--- config.mk ---
export PLATFORM = sky130hd
export DESIGN_NAME = streamer_block_rx
export DESIGN_NICKNAME = d
export VERILOG_FILES = /design/src/rtl/streamer_block_rx.sv
export SDC_FILE = /design/constraint.sdc
export NUM_CORES = 2
export LEC_CHECK = 0
export BUFFER_PORTS_ARGS = -buffer_cell sky130_fd_sc_hd__buf_4
export CAP_MARGIN = 20
export CORE_MARGIN = 1
export CORE_UTILIZATION = 60
export CTS_CLUSTER_SIZE = 24
export DETAILED_ROUTE_END_ITERATION = 16
export PLACE_DENSITY = 0.76
export SKIP_CTS_REPAIR_TIMING = 1
export SLEW_MARGIN = 10
export SYNTH_ARGS = -nofsm -noshare
export SYNTH_HDL_FRONTEND = slang
export SYNTH_MEMORY_MAX_BITS = 65536
export SYNTH_SLANG_ARGS = --single-unit
--- constraint.sdc ---
create_clock -name clk_sys_i -period 15.81 [get_ports clk_sys_i]
set_input_delay 2.3715 -clock clk_sys_i [delete_from_list [all_inputs] [get_ports clk_sys_i]]
set_output_delay 2.3715 -clock clk_sys_i [all_outputs]
set_load 0.02 [all_outputs]
--- src/rtl/streamer_block_rx.sv ---
// Receive-side block reassembler: buffers rx_streamer words and releases a block
// to the valid/ready user port only once its last word has arrived intact.
module streamer_block_rx #(
    parameter int g_data_width      = 64,
    parameter int g_max_block_words = 16,
    parameter int g_buffer_words    = 64
) (
    input  logic                    clk_sys_i,
    input  logic                    rst_n_i,
    input  logic [g_data_width-1:0] snk_data_i,
    input  logic                    snk_valid_i,
    input  logic                    snk_first_i,
    input  logic                    snk_last_i,
    input  logic                    snk_lost_i,
    output logic                    snk_dreq_o,
    output logic [g_data_width-1:0] blk_data_o,
    output logic                    blk_valid_o,
    output logic                    blk_first_o,
    output logic                    blk_last_o,
    input  logic                    blk_ready_i,
    output logic [7:0]              blk_count_o,
    output logic [15:0]             stat_dropped_o,
    input  logic                    stat_clear_i
);

    localparam int AW = $clog2(g_buffer_words);
    localparam int PW = AW + 1;
    localparam int LW = $clog2(g_max_block_words + 1);

    localparam logic [PW:0]   c_buf_words = (PW+1)'(g_buffer_words);
    localparam logic [PW:0]   c_two       = (PW+1)'(2);
    localparam logic [LW-1:0] c_max_len   = LW'(g_max_block_words);

    typedef enum logic [1:0] {S_IDLE, S_COLLECT, S_DISCARD} wr_state_t;

    wr_state_t         state_q, state_d;
    logic [PW-1:0]     wr_ptr_q, wr_ptr_d;
    logic [PW-1:0]     commit_ptr_q, commit_ptr_d;
    logic [PW-1:0]     rd_ptr_q, rd_ptr_d;
    logic [LW-1:0]     len_q, len_d;
    logic              dreq_q, dreq_d;
    logic [7:0]        cnt_q, cnt_d;
    logic [15:0]       drop_cnt_q, drop_cnt_d;
    logic              rd_vld_q, rd_vld_d;
    logic              out_vld_q, out_vld_d;
    logic [g_data_width-1:0] out_data_q, out_data_d;
    logic              out_last_q, out_last_d;
    logic              first_pend_q, first_pend_d;

    logic [g_data_width:0] mem [g_buffer_words];
    logic [g_data_width:0] ram_rd_q;

    logic              wr_en;
    logic [AW-1:0]     wr_addr;
    logic              commit;
    logic              drop;
    logic              start_blk;
    logic              xfer;
    logic              xfer_last;
    logic              load_out;
    logic              rd_issue;
    logic [PW-1:0]     used_w, used_c;
    logic [PW:0]       free_w, free_c;

    // free_c is the space seen after rewinding an aborted block to commit_ptr
    assign used_w = wr_ptr_q - rd_ptr_q;
    assign used_c = commit_ptr_q - rd_ptr_q;
    assign free_w = c_buf_words - {1'b0, used_w};
    assign free_c = c_buf_words - {1'b0, used_c};

    // Write side
    always_comb begin
        state_d      = state_q;
        wr_ptr_d     = wr_ptr_q;
        commit_ptr_d = commit_ptr_q;
        len_d        = len_q;
        wr_en        = 1'b0;
        wr_addr      = wr_ptr_q[AW-1:0];
        commit       = 1'b0;
        drop         = 1'b0;
        start_blk    = 1'b0;

        case (state_q)
            S_IDLE: begin
                start_blk = snk_valid_i;
            end
            S_COLLECT: begin
                if (snk_lost_i) begin
                    drop     = 1'b1;
                    wr_ptr_d = commit_ptr_q;
                    state_d  = S_DISCARD;
                    // a word arriving with the lost pulse is judged as in DISCARD
                    if (snk_valid_i) begin
                        if (snk_first_i) begin
                            start_blk = 1'b1;
                        end else if (snk_last_i) begin
                            state_d = S_IDLE;
                        end
                    end
                end else if (snk_valid_i) begin
                    if (snk_first_i) begin
                        drop      = 1'b1;
                        wr_ptr_d  = commit_ptr_q;
                        start_blk = 1'b1;
                    end else if (len_q == c_max_len || free_w == '0) begin
                        // an aborting word that is also last already ends the block
                        drop     = 1'b1;
                        wr_ptr_d = commit_ptr_q;
                        state_d  = snk_last_i ? S_IDLE : S_DISCARD;
                    end else begin
                        wr_en    = 1'b1;
                        wr_ptr_d = wr_ptr_q + PW'(1);
                        len_d    = len_q + LW'(1);
                        if (snk_last_i) begin
                            commit       = 1'b1;
                            commit_ptr_d = wr_ptr_q + PW'(1);
                            state_d      = S_IDLE;
                        end
                    end
                end
            end
            S_DISCARD: begin
                if (snk_valid_i) begin
                    if (snk_first_i) begin
                        start_blk = 1'b1;
                    end else if (snk_last_i) begin
                        state_d = S_IDLE;
                    end
                end
            end
            default: begin
                state_d = S_IDLE;
            end
        endcase

        // block start always writes at commit_ptr so it also covers the rewind case
        if (start_blk) begin
            if (!snk_first_i || free_c == '0) begin
                drop    = 1'b1;
                state_d = snk_last_i ? S_IDLE : S_DISCARD;
            end else begin
                wr_en    = 1'b1;
                wr_addr  = commit_ptr_q[AW-1:0];
                wr_ptr_d = commit_ptr_q + PW'(1);
                len_d    = LW'(1);
                if (snk_last_i) begin
                    commit       = 1'b1;
                    commit_ptr_d = commit_ptr_q + PW'(1);
                    state_d      = S_IDLE;
                end else begin
                    state_d = S_COLLECT;
                end
            end
        end
    end

    // Read side: RAM read register feeding a first-word-fall-through output register
    always_comb begin
        xfer      = out_vld_q & blk_ready_i;
        xfer_last = xfer & out_last_q;
        load_out  = rd_vld_q & (~out_vld_q | xfer);
        rd_issue  = (rd_ptr_q != commit_ptr_q) & (~rd_vld_q | load_out);

        rd_ptr_d     = rd_issue ? rd_ptr_q + PW'(1) : rd_ptr_q;
        rd_vld_d     = rd_issue | (rd_vld_q & ~load_out);
        out_vld_d    = load_out | (out_vld_q & ~xfer);
        out_data_d   = out_data_q;
        out_last_d   = out_last_q;
        if (load_out) begin
            out_data_d = ram_rd_q[g_data_width-1:0];
            out_last_d = ram_rd_q[g_data_width];
        end
        first_pend_d = xfer ? out_last_q : first_pend_q;
    end

    // Status
    always_comb begin
        dreq_d = (free_w >= c_two);
        cnt_d  = cnt_q + {7'b0, commit} - {7'b0, xfer_last};
        drop_cnt_d = drop_cnt_q;
        if (stat_clear_i) begin
            drop_cnt_d = '0;
        end else if (drop && drop_cnt_q != 16'hFFFF) begin
            drop_cnt_d = drop_cnt_q + 16'd1;
        end
    end

    always_ff @(posedge clk_sys_i) begin
        if (wr_en) begin
            mem[wr_addr] <= {snk_last_i, snk_data_i};
        end
        if (rd_issue) begin
            ram_rd_q <= mem[rd_ptr_q[AW-1:0]];
        end
    end

    always_ff @(posedge clk_sys_i or negedge rst_n_i) begin
        if (!rst_n_i) begin
            state_q      <= S_IDLE;
            wr_ptr_q     <= '0;
            commit_ptr_q <= '0;
            rd_ptr_q     <= '0;
            len_q        <= '0;
            dreq_q       <= 1'b0;
            cnt_q        <= '0;
            drop_cnt_q   <= '0;
            rd_vld_q     <= 1'b0;
            out_vld_q    <= 1'b0;
            out_data_q   <= '0;
            out_last_q   <= 1'b0;
            first_pend_q <= 1'b1;
        end else begin
            state_q      <= state_d;
            wr_ptr_q     <= wr_ptr_d;
            commit_ptr_q <= commit_ptr_d;
            rd_ptr_q     <= rd_ptr_d;
            len_q        <= len_d;
            dreq_q       <= dreq_d;
            cnt_q        <= cnt_d;
            drop_cnt_q   <= drop_cnt_d;
            rd_vld_q     <= rd_vld_d;
            out_vld_q    <= out_vld_d;
            out_data_q   <= out_data_d;
            out_last_q   <= out_last_d;
            first_pend_q <= first_pend_d;
        end
    end

    assign snk_dreq_o     = dreq_q;
    assign blk_data_o     = out_data_q;
    assign blk_valid_o    = out_vld_q;
    assign blk_first_o    = out_vld_q & first_pend_q;
    assign blk_last_o     = out_vld_q & out_last_q;
    assign blk_count_o    = cnt_q;
    assign stat_dropped_o = drop_cnt_q;

endmodule

# Word-level counts from Yosys, hierarchy flattened
# Memory sizes are Yosys's and may differ from the RTL's. A register that Yosys moved wholly into a read port is not among the register bits.
# Cells that the tools add are included.
# classes
addsub	11
order_cmp	1
eq_ne	10
mux	69
bitwise_logic	16
n_reduce_logical	10
# ops
cell	count
2-to-1 mux 7 bit	16
2-to-1 mux 5 bit	7
2-to-1 mux 16 bit	2
2-to-1 mux 1 bit	28
2-to-1 mux 2 bit	12
adder 7 x 1 -> 7 bit, second input constant	3
adder 16 x 1 -> 16 bit, second input constant	1
logical NOT 8 bit	2
inequality test 16 bit, second input constant	1
subtractor 7 x 7 -> 8 bit, first input constant	2
subtractor 7 bit	2
2-to-1 mux 6 bit	2
adder 8 x 1 -> 8 bit	1
bitwise AND 1 bit	8
greater-or-equal comparator 8 x 2 -> 1 bit, second input constant	1
inequality test 4 bit, second input constant	2
subtractor 8 x 1 -> 8 bit	1
inequality test 7 bit	1
inequality test 3 bit, second input constant	2
one-hot mux 2 bit (3 select lines)	1
adder 5 x 1 -> 5 bit, second input constant	1
== test 5 bit, second input constant	1
AND reduction 5 bit	1
NOT 1 bit	4
11 further kinds	15
# totals
ff_bits	121
ramBits	4160
in_bits	72
wordCells	131
memories	1
# mem_list
memory	depth	word_bits	rd	rd_ports_with_merged_regs	wr	line	rtl
mem	64	65	1	1	1	50	logic [g_data_width:0] mem [g_buffer_words];

# Longest topological paths before layout
# depth
word_depth	14
depth_mapped	25
depth_no_buf	22

# Worst setup path before layout
# No wires, ideal clock.
# synth_path
path_kind	input-to-reg
startpoint	in snk_valid_i
endpoint	mem mem[22][0] (netlist bit) (enable)
setup_ps	489
t_arrival_ps	6595
required_time_ps	15321
slack_ps	8726
cell_stages	7
n_path_buf	2
path_cell_list	clkbuf_1 nand2b_1 nand2b_1 or3_1 buf_2 o32a_1 nor2_1
# synth_via
elab_chain_cells	7
word_cells_on_any_way	10
# synth_lines
element	line	rtl
start: declaration	11	input logic snk_valid_i,
2-to-1 mux 1 bit	100	end else if (snk_valid_i) begin
2-to-1 mux 1 bit	88	if (snk_lost_i) begin
2-to-1 mux 1 bit	83	case (state_q)
2-to-1 mux 1 bit	138	if (!snk_first_i || free_c == '0) begin
2-to-1 mux 1 bit	137	if (start_blk) begin
2-to-1 mux 1 bit	189	if (wr_en) begin
2-to-1 mux 1 bit (not written as such)	190	mem[wr_addr] <= {snk_last_i, snk_data_i};
end: declaration	50	
# Several ways; a longest one is shown, not always the timed one.

# Worst setup path in the final report
# layout_path
startpoint	reg rd_ptr_q[3]
endpoint	mem mem[39][33] (netlist bit) (enable)
# layout_via
elab_chain_cells	13
word_cells_on_any_way	19
# layout_lines
element	line	rtl
start: declaration	39	logic [PW-1:0] rd_ptr_q, rd_ptr_d;
start signal: assignment	216	rd_ptr_q <= rd_ptr_d;
subtractor 7 bit	66	assign used_w = wr_ptr_q - rd_ptr_q;
subtractor 7 x 7 -> 8 bit	68	assign free_w = c_buf_words - {1'b0, used_w};
logical NOT 8 bit	105	end else if (len_q == c_max_len || free_w == '0) begin
logical OR 1 bit	105	
2-to-1 mux 1 bit	105	
2-to-1 mux 1 bit	101	if (snk_first_i) begin
2-to-1 mux 1 bit	100	
2-to-1 mux 1 bit	88	
2-to-1 mux 1 bit	83	
2-to-1 mux 1 bit	138	
2-to-1 mux 1 bit	137	
2-to-1 mux 1 bit	189	
2-to-1 mux 1 bit (not written as such)	190	
# Several ways; a longest one is shown, not always the timed one.

==> flow_metrics.env <==
export IMPL_outcome="finished clean"
export IMPL_cts_sinks=4346
export IMPL_wl_per_cell_um=42.2
export IMPL_place_hpwl_mm=212
export IMPL_cellPowerDensity_nw_per_um2=176
export IMPL_worst_pin_slew_ns=1.29
export IMPL_fin_nets=7220
export IMPL_cp_start_kind="register"
export IMPL_drt_iter0_markers=14200
export IMPL_path_class="reg2reg"
export IMPL_die_height_um=529
export IMPL_synth_cell_area_um2=166000
export IMPL_cts_tree="built"
export IMPL_via_per_inst=7.36
export IMPL_hold_violations=0
export IMPL_synthFlopType="edfxtp_1"
export IMPL_hp_class="reg2reg"
export IMPL_ys_ff_latch=4346
export IMPL_setup_violations=0
export IMPL_p_leak_uw=0.0582
export IMPL_clkSlewWorstSetupHoldPaths_ns=0.07
export IMPL_synth_nets=6793
export IMPL_wl_met1_mm=152
export IMPL_vias=82200
export IMPL_drtAntennaViolNets=0
export IMPL_wl_met3_mm=65.7
export IMPL_holdWs_ns=0.477
export IMPL_die_x_um=529
export IMPL_path_buf_inv=4
export IMPL_die_area_um2=279000
export IMPL_grt_pass1_vias=83900
export IMPL_slew_violations=0
export IMPL_cts_max_path_buffers=4
export IMPL_top_layer_used="met5"
export IMPL_h_tree_depth=5
export IMPL_seqCellArea_um2=130000
export IMPL_cap_violations=0
export IMPL_max_slew_margin=0.140
export IMPL_worst_path_max_fanout=60
export IMPL_synthArstFlopShare=0.0278
export IMPL_syn_to_final_growth_pct=12.4
export IMPL_grt_max_degree=157
export IMPL_core_area_um2=275000
export IMPL_placed_area_um2=173000
export IMPL_antenna_found_initial=25
export IMPL_multi_input_comb_area_um2=35400
export IMPL_nFillCells=15200
export IMPL_numCtsBuffers=419
export IMPL_critical_path_top_delay_family="buffers and inverters"
export IMPL_max_stage_delay_ns=0.88
export IMPL_first_pass_iters=8
export IMPL_ys_warn_count=0
export IMPL_cp_data_required_time_ns=16.35
export IMPL_grt_usage=0.343
export IMPL_io_pins=164
export IMPL_drive_gt1_frac=0.334
export IMPL_insertion_delay_ns=0.98
export IMPL_port_buffers=163
export IMPL_grt_pass1_wl_mm=657
export IMPL_peakVddDrop_mv=0.191
export IMPL_ys_seq_area_frac=0.781
export IMPL_gp_congestion=0.850
export IMPL_rows=192
export IMPL_wl_mm=471
export IMPL_ys_types=81
export IMPL_tns_ns=0
export IMPL_drc=0
export IMPL_finalClockSkew_ns=0.0951
export IMPL_wl_met2_mm=229
export IMPL_end_kind="register"
export IMPL_root_buffer="clkbuf_16"
export IMPL_finalCritPeriodShare=0.446
export IMPL_worstPathArrival_ns=7.59
export IMPL_crit_chain="inv_8, buf_4, ha_1, nor2_1, a211oi_1, a31o_1, o311ai_4, nor2_2, or3_1, o32a_1, nor2_4, buf_4, buf_4"
export IMPL_crit_top_cell="buf_4"
export IMPL_rsz0062_at_grt="no"
export IMPL_synthCells=6686
export IMPL_grt_overflow_total=0
export IMPL_layout_min_cycle_time_ns=7.05
export IMPL_start_util=0.606
export IMPL_avgSynthCellArea_um2=24.9
export IMPL_cp_slowest_cell="nor2_4"
export IMPL_synth_edff_count=4225
export IMPL_timing_fmax_ghz=0.142
export IMPL_fin_area_um2=187000
==> metal layers <==
layer / GRT usage / up-vias
li1: - / 29900
met1: 0.453 / 43100
met2: 0.545 / 7642
met3: 0.0859 / 1467
met4: 0.157 / 18
met5: 0 / -
==> registers in the layout (all words and copies together) (netlist names), 2 cells and up <==
signal	count
blk_data_o	64
ram_rd_q	65
rd_ptr_q	7
blk_count_o	8
commit_ptr_q	7
state_q	2
mem	4160
wr_ptr_q	7
len_q	5
stat_dropped_o	16
==> Yosys cell counts (5+ instances only) <==
cell type | n | area [um^2]
dfrtp_1 | 120 | 3000
xor2_1 | 8 | 70.1
nor3_1 | 23 | 115
mux2i_1 | 7 | 70.1
nor2b_1 | 20 | 125
a31oi_1 | 28 | 175
buf_1 | 60 | 225
o21a_1 | 7 | 52.6
mux2_1 | 9 | 101
ha_1 | 32 | 400
clkbuf_1 | 210 | 788
nand2_1 | 50 | 188
a21o_1 | 6 | 45.0
nand2b_1 | 12 | 75.1
or3_1 | 6 | 37.5
a2bb2oi_1 | 5 | 43.8
xnor2_1 | 24 | 210
nand3_1 | 24 | 120
and3_1 | 6 | 37.5
mux2_2 | 70 | 788
buf_2 | 72 | 360
nor2_1 | 116 | 435
inv_1 | 39 | 146
nor4_1 | 8 | 50.1
a211oi_1 | 6 | 45.0
mux4_2 | 1365 | 30700
and2_1 | 5 | 31.3
edfxtp_1 | 4225 | 127000
a21oi_1 | 22 | 110
o21ai_0 | 13 | 65.1
a21oi_2 | 6 | 52.6
==> cells in the final DEF, fill, tap and decap left out, drive strengths merged, types with 4 or more instances in the layout <==
cell / count
nand4: 4
a211oi: 6
and3: 6
clkbuf: 515
nor4: 9
nand2: 50
mux2: 79
edfxtp: 4225
ha: 32
a21o: 6
nor3: 24
inv: 54
diode: 14
o22ai: 4
a2bb2oi: 6
nor2: 118
o21bai: 4
buf: 351
nand3: 24
nor2b: 20
and2: 5
o21ai: 15
bufinv: 56
mux2i: 7
xnor2: 24
a31oi: 28
dfrtp: 120
a22oi: 5
nand2b: 12
mux4: 1365
o21a: 7
a21oi: 28
clkinvlp: 22
xor2: 8
or3: 6
clkinv: 164
==> worst paths after layout <==
kind                               from        endpoint  slack [ns]  depth (start not counted)
setup / recovery            rd_ptr_q[3]     mem[39][33]        8.76                         13
hold / removal             ram_rd_q[47]  blk_data_o[47]        0.48                          1
setup reg to reg            rd_ptr_q[3]     mem[39][33]        8.76                         13
hold reg to reg            ram_rd_q[47]  blk_data_o[47]        0.48                          1
max in group asynchronous       rst_n_i     rd_ptr_q[5]       12.72                          2
min in group asynchronous       rst_n_i  blk_count_o[5]        1.54                          1
==> layout make-up <==
type                       instances  share of cell area
sequential                      4346               0.695
multi-input combinational       1954               0.190
clock buffer                     514              0.0593
tap                             3686              0.0247
timing repair buffer             352              0.0155
clock inverter                   256              0.0151
inverter                          40            0.000883
antenna                           14            0.000187
==> worst reg2reg max path: cells and delay by family, from the launching register on <==
| family | cells | cell delay, ns |
|---|---|---|
| simple gates | 4 | 1.82 |
| flops | 1 | 0.46 |
| compound gates | 4 | 1.33 |
| fa+ha+maj | 1 | 0.41 |
| buf+inv | 4 | 2.62 |
==> cells by family after synthesis <==
logic type | after synthesis | share of synthesized area
flip-flops | 4346 | 0.781
multiplexers | 1451 | 0.191
buffers and inverters | 386 | 0.00941
AND/OR/NAND/NOR | 289 | 0.00825
AO/OA/AOI/OAI | 147 | 0.00670
adder cells (fa/ha/maj) | 35 | 0.00277
XOR/XNOR | 32 | 0.00168
==> per-stage QoR <==
step / total power, uW / util / cells / setup slack, ns
floorplan: 19700 / - / 6686 / 8.73
finish: 32800 / 0.681 / 11200 / 8.76
CTS: 32800 / 0.680 / 11100 / 8.80
global placement: 22300 / 0.629 / 10400 / 8.92
global route: 33600 / 0.681 / 11200 / 8.56
detailed placement: 22400 / 0.629 / 10400 / 8.90
==> report_power, final <==
part / total [uW] / switching, uW / internal (uW)
combinational: 8950 / 4680 / 4270
sequential: 13500 / 368 / 13100
clock: 10300 / 4440 / 5910
(Power assumes the default switching activity.)
